**src/rtl/fifo_pkg.sv**
```systemverilog
// Shared async-FIFO helpers: Gray/binary pointer conversion used by both read and write controllers.
// Functions operate on a fixed wide vector; callers zero-extend in and truncate out to their pointer width.
package fifo_pkg;

  localparam int DEF_ADDR_SIZE = 4;
  localparam int PTR_W         = DEF_ADDR_SIZE + 1;
  localparam int FN_W          = 16;

  function automatic logic [FN_W-1:0] bin2gray(input logic [FN_W-1:0] b);
    return b ^ (b >> 1);
  endfunction

  function automatic logic [FN_W-1:0] gray2bin(input logic [FN_W-1:0] g);
    logic [FN_W-1:0] b;
    b[FN_W-1] = g[FN_W-1];
    for (int i = FN_W-2; i >= 0; i--) b[i] = b[i+1] ^ g[i];
    return b;
  endfunction

endpackage

```
**src/rtl/sync_2ff.sv**
```systemverilog
// Generic two-flop synchroniser; the first stage is exposed so the consumer can see the value
// the second stage is about to load.
module sync_2ff #(
  parameter int WIDTH = 1
) (
  input  logic             clk,
  input  logic             rst,
  input  logic [WIDTH-1:0] d,
  output logic [WIDTH-1:0] q1,
  output logic [WIDTH-1:0] q
);

  always_ff @(posedge clk or negedge rst) begin
    if (!rst) begin
      q1 <= '0;
      q  <= '0;
    end else begin
      q1 <= d;
      q  <= q1;
    end
  end

endmodule

```
**src/rtl/fifo_rd_ctrl.sv**
```systemverilog
// Async FIFO read-side controller: syncs the write pointer, owns the read pointer and flags,
// and presents popped words through a one-entry registered valid/ready stage.
module fifo_rd_ctrl
  import fifo_pkg::*;
#(
  parameter int ADDR_SIZE     = DEF_ADDR_SIZE,
  parameter int DATA_SIZE     = 8,
  parameter int AEMPTY_THRESH = 2
) (
  input  logic                 clk,
  input  logic                 rst,
  input  logic [ADDR_SIZE:0]   wr_ptr_gray,
  input  logic [DATA_SIZE-1:0] mem_rd_data,
  output logic [ADDR_SIZE-1:0] rd_addr,
  output logic [ADDR_SIZE:0]   rd_ptr_gray,
  output logic                 empty,
  output logic                 almost_empty,
  output logic [ADDR_SIZE:0]   rd_level,
  output logic [DATA_SIZE-1:0] out_data,
  output logic                 out_valid,
  input  logic                 out_ready
);

  localparam int PW = ADDR_SIZE + 1;

  logic [PW-1:0] wq1, wq2;
  logic [PW-1:0] rbin, rbin_next, rgray_next;
  logic          pop;

  sync_2ff #(.WIDTH(PW)) u_wptr_sync (
    .clk (clk),
    .rst (rst),
    .d   (wr_ptr_gray),
    .q1  (wq1),
    .q   (wq2)
  );

  assign pop        = ~empty & (~out_valid | out_ready);
  assign rbin_next  = rbin + PW'(pop);
  assign rgray_next = PW'(bin2gray(FN_W'(rbin_next)));

  // empty compares next-state values so a pop and a wq2 advance on the same edge resolve together
  always_ff @(posedge clk or negedge rst) begin
    if (!rst) begin
      rbin        <= '0;
      rd_ptr_gray <= '0;
      empty       <= 1'b1;
      out_valid   <= 1'b0;
      out_data    <= '0;
    end else begin
      rbin        <= rbin_next;
      rd_ptr_gray <= rgray_next;
      empty       <= (rgray_next == wq1);
      if (pop) begin
        out_data  <= mem_rd_data;
        out_valid <= 1'b1;
      end else if (out_ready) begin
        out_valid <= 1'b0;
      end
    end
  end

  assign rd_addr      = rbin[ADDR_SIZE-1:0];
  assign rd_level     = PW'(gray2bin(FN_W'(wq2))) - rbin;
  assign almost_empty = (rd_level <= PW'(AEMPTY_THRESH));

endmodule
```
**config.mk**
```make
export PLATFORM = sky130hd
export DESIGN_NAME = fifo_rd_ctrl
export DESIGN_NICKNAME = d
export VERILOG_FILES = /design/src/rtl/fifo_pkg.sv /design/src/rtl/sync_2ff.sv /design/src/rtl/fifo_rd_ctrl.sv
export SDC_FILE = /design/constraint.sdc
export NUM_CORES = 1
export LEC_CHECK = 0
export CORE_MARGIN = 1.5
export CORE_UTILIZATION = 29
export CTS_CLUSTER_SIZE = 20
export DETAILED_ROUTE_END_ITERATION = 12
export GPL_TIMING_DRIVEN = 1
export PLACE_DENSITY = 0.63
export SYNTH_ARGS = -nofsm -noshare
export SYNTH_HDL_FRONTEND = slang
export SYNTH_SLANG_ARGS = --single-unit
export TNS_END_PERCENT = 50
```
**constraint.sdc**
```tcl
create_clock -name clk -period 6.02 [get_ports clk]
set_input_delay 1.204 -clock clk [delete_from_list [all_inputs] [get_ports clk]]
set_output_delay 1.204 -clock clk [all_outputs]
set_load 0.1 [all_outputs]
```
==> results_tabular.tex <==
\begin{tabular}{lr}
\hline
Metric & Value \\
\hline
\multicolumn{2}{l}{\textbf{Synthesis}} \\
Dominant combinational cell family by area after synthesis & XOR/XNOR gates \\
Cell taking the most area after synthesis & dfrtp\_1 \\
Area share of and/or/nand/nor cells after synthesis & 0.0533 \\
Distinct cell type count after synthesis & 26 \\
Post-Synth XOR/XNOR Area & 0.158 \\
Adder-cell share of the synthesized area & 0.0736 \\
Sequential fraction of the synthesis area & 0.563 \\
Average size of a mapped cell & around 14 um\^{}2 \\
Number of enable-type register cells in the synthesized netlist & 0 \\
Predominant post-synthesis flop cell & dfrtp\_1 \\
Most frequent cell after synthesis & dfrtp\_1 \\
Post-synthesis instance total & 94 \\
Count of warnings emitted by yosys & 0 \\
Cell types occupying the most area after synthesis & dfrtp\_1, mux2\_2, xnor2\_1, ha\_1, xor2\_1 \\
Flops \& latches, synth & 29 \\
Fraction of the mapped netlist area in compound gates & 0.0533 \\
Post-synth ARST share & 1.00 \\
Mapped cell area & $\sim$1300 um\^{}2 \\
Most instantiated cells after synthesis & dfrtp\_1, xnor2\_1, inv\_1 \\
Portion of netlist area occupied by mux cells & 0.0698 \\
Yosys top cell area share & 0.543 \\
Number of nets produced by synthesis & 117 \\
\multicolumn{2}{l}{\textbf{Die}} \\
Die ar. & 4860 um\^{}2 \\
Placeable core area & 4320 um\^{}2 \\
Die width & around 70 um \\
Die span in y & between 60 and 70 um \\
Site row count & 24 \\
Initial cell density of the core & 0.299 \\
Ports & 41 \\
\multicolumn{2}{l}{\textbf{Timing}} \\
RSZ-0062 raised after global routing & no \\
Highest clock rate & 0.207 GHz \\
Max-slew headroom & 0.341 \\
Setup TNS after final layout & 0 ps \\
Final period utilization & 0.802 \\
Final Hold Fails & 0 \\
Final Max Slew Viols & 0 \\
Actual slew at the worst max-slew pin & 985 ps \\
Time the worst path needs with I/O delays and setup & around 4800 ps \\
Maximum clock skew at final layout & 2.50 ps \\
Count of endpoints failing setup in the final report & 0 \\
\multicolumn{2}{l}{\textbf{Detailed routing}} \\
Remaining antenna violation count after routing & 0 \\
Residual DRC & 0 \\
Drt via density & approximately 4.4 \\
WL/cell & 12.4 um \\
Pre-antenna DRT Iters & 3 \\
DRT iter0 DRCs & 7 \\
Total detailed-routing wirelength & 2420 um \\
Routed via count & 861 \\
\multicolumn{2}{l}{\textbf{Clocking}} \\
TritonCTS buffer count & 5 \\
Num Clock Sinks & 29 \\
\# resized after CTS & 0 \\
Post-CTS clock slew at the launch and capture registers of the worst setup and hold paths & roughly 60 ps \\
Root buf cell & clkbuf\_8 \\
TritonCTS clock tree & done \\
Depth of the CTS H-tree & 2 \\
Maximum number of buffers from clock root to sink & 2 \\
Setup fix buffers added after clock tree synthesis & 0 \\
Hold\_buf cts & 0 \\
Worst-skew pair later-pin latency & 280 ps \\
\multicolumn{2}{l}{\textbf{Worst setup path}} \\
CP arrival & approximately 3600 ps \\
Worst R2R Setup Slack & 3550 ps \\
Category of the worst setup path capture point & output pin \\
Worst setup SP type & register \\
Kind of critical path & register to output pin \\
Data required time of the worst path & 4820 ps \\
Worst Path Max Fanout & 3 \\
\multicolumn{2}{l}{\textbf{Global route}} \\
Total Routing Usage GR & 0.113 \\
Initial antenna violation count & 0 \\
Total gr overflow & 0 \\
Via count of the first global-routing pass & a little under 1000 \\
Global-route wire length before repair & 4260 um \\
Largest net degree at the start of global routing & 30 \\
\multicolumn{2}{l}{\textbf{Final layout}} \\
Number of nets in the layout & approximately 170 \\
Share of post-route cells with drive strength above 1 & 0.175 \\
Number of antenna cells inserted & 0 \\
Area growth from synthesis to layout & 43.4\% \\
\multicolumn{2}{l}{\textbf{Place}} \\
Gpl congestion & about 0.73 \\
Count of buffers from port buffering & 40 \\
DP Wirelength & 1890 um \\
\multicolumn{2}{l}{\textbf{Min path}} \\
Type of the most critical hold path & register to register \\
\multicolumn{2}{l}{\textbf{Outcome}} \\
Outcome & complete, no violations \\
\multicolumn{2}{l}{\textbf{Flow run}} \\
Maximum Capacitance Violations & 0 \\
\hline
\end{tabular}
worst paths after layout:
kind / startpoint / endpoint / cells after the start
min in group asynchronous: rst / out_data[0]$_DFFE_PN0P_ / 2
worst max-delay path: u_wptr_sync.q[4]$_DFF_PN0_ / rd_level[2] / 9
worst min register to register: u_wptr_sync.q1[4]$_DFF_PN0_ / u_wptr_sync.q[4]$_DFF_PN0_ / 0
max in group asynchronous: rst / empty$_DFF_PN1_ / 2
worst max register to register: out_valid$_DFFE_PN0P_ / empty$_DFF_PN1_ / 7
worst min-delay path: u_wptr_sync.q1[4]$_DFF_PN0_ / u_wptr_sync.q[4]$_DFF_PN0_ / 0
per-layer routing:
metal / up-vias / track usage / part of all wire
li1: 404 / - / -
met3: 5 / 0.0494 / 0.083
met2: 38 / 0.204 / 0.51
met5: - / 0 / 0
met4: 0 / 0.0385 / 0.016
met1: 414 / 0.115 / 0.39
kinds of logic (layout without fill, tap and decap cells):
| logic type | after synthesis | in the layout |
|---|---|---|
| AOI/OAI and AO/OA | 9 | 9 |
| xor gates and xnor gates | 20 | 20 |
| adders and majority gates | 7 | 7 |
| buffers and inverters | 10 | 59 |
| DFF | 29 | 29 |
| muxes | 8 | 8 |
| and+or+nand+nor | 11 | 11 |
worst max-delay path: stages, from the launching register on:
cell	delay (ps)
dfrtp_1	400
xor2_1	210
xor2_1	240
xor2_1	340
xnor2_1	160
ha_1	190
inv_1	50
fa_1	400
xor2_1	200
clkdlybuf4s50_1	1160
area by class of cell:
class,count,area (um^2)
flip-flops and latches,29,727
repair buffers,41,403
multi-input cells,55,539
inverters,10,37.5
fillers,421,2470
clock buffers,8,80.1
well taps,52,65.1
layout by cell type, fill, tap and decap left out, drive strengths merged, types with 2 or more instances in the layout:
cell type,Yosys,routed
inv,10,10
dfrtp,28,28
or3,2,2
clkdlybuf4s50,0,38
ha,6,6
xnor2,12,12
a21oi,2,2
nand3,3,3
a21o,2,2
o21ai,2,2
nand2,2,2
clkbuf,0,8
xor2,7,7
buf,0,3
mux2,8,8
metrics by stage:
| step | area, um^2 | util | cells | hold WS, ps | setup slack [ps] |
|---|---|---|---|---|---|
| after floorplan | 1300 | - | 94 | 354 | 692 |
| after global placement | 1770 | 0.410 | 187 | 378 | 1560 |
| after detailed placement | 1770 | 0.410 | 187 | 387 | 1440 |
| after CTS | 1850 | 0.428 | 195 | 407 | 1140 |
| after global routing | 1850 | 0.428 | 195 | 416 | 981 |
| final | 1850 | 0.428 | 195 | 398 | 1190 |
sequential cells by signal (all words and copies together) (netlist names):
name / count
u_wptr_sync.q1: 5
empty: 1
u_wptr_sync.q: 5
rd_ptr_gray: 4
out_data: 8
rbin: 5
out_valid: 1
Power is not shown: default switching activity piles up to over one toggle a cycle in this logic, so the estimate is an artifact.
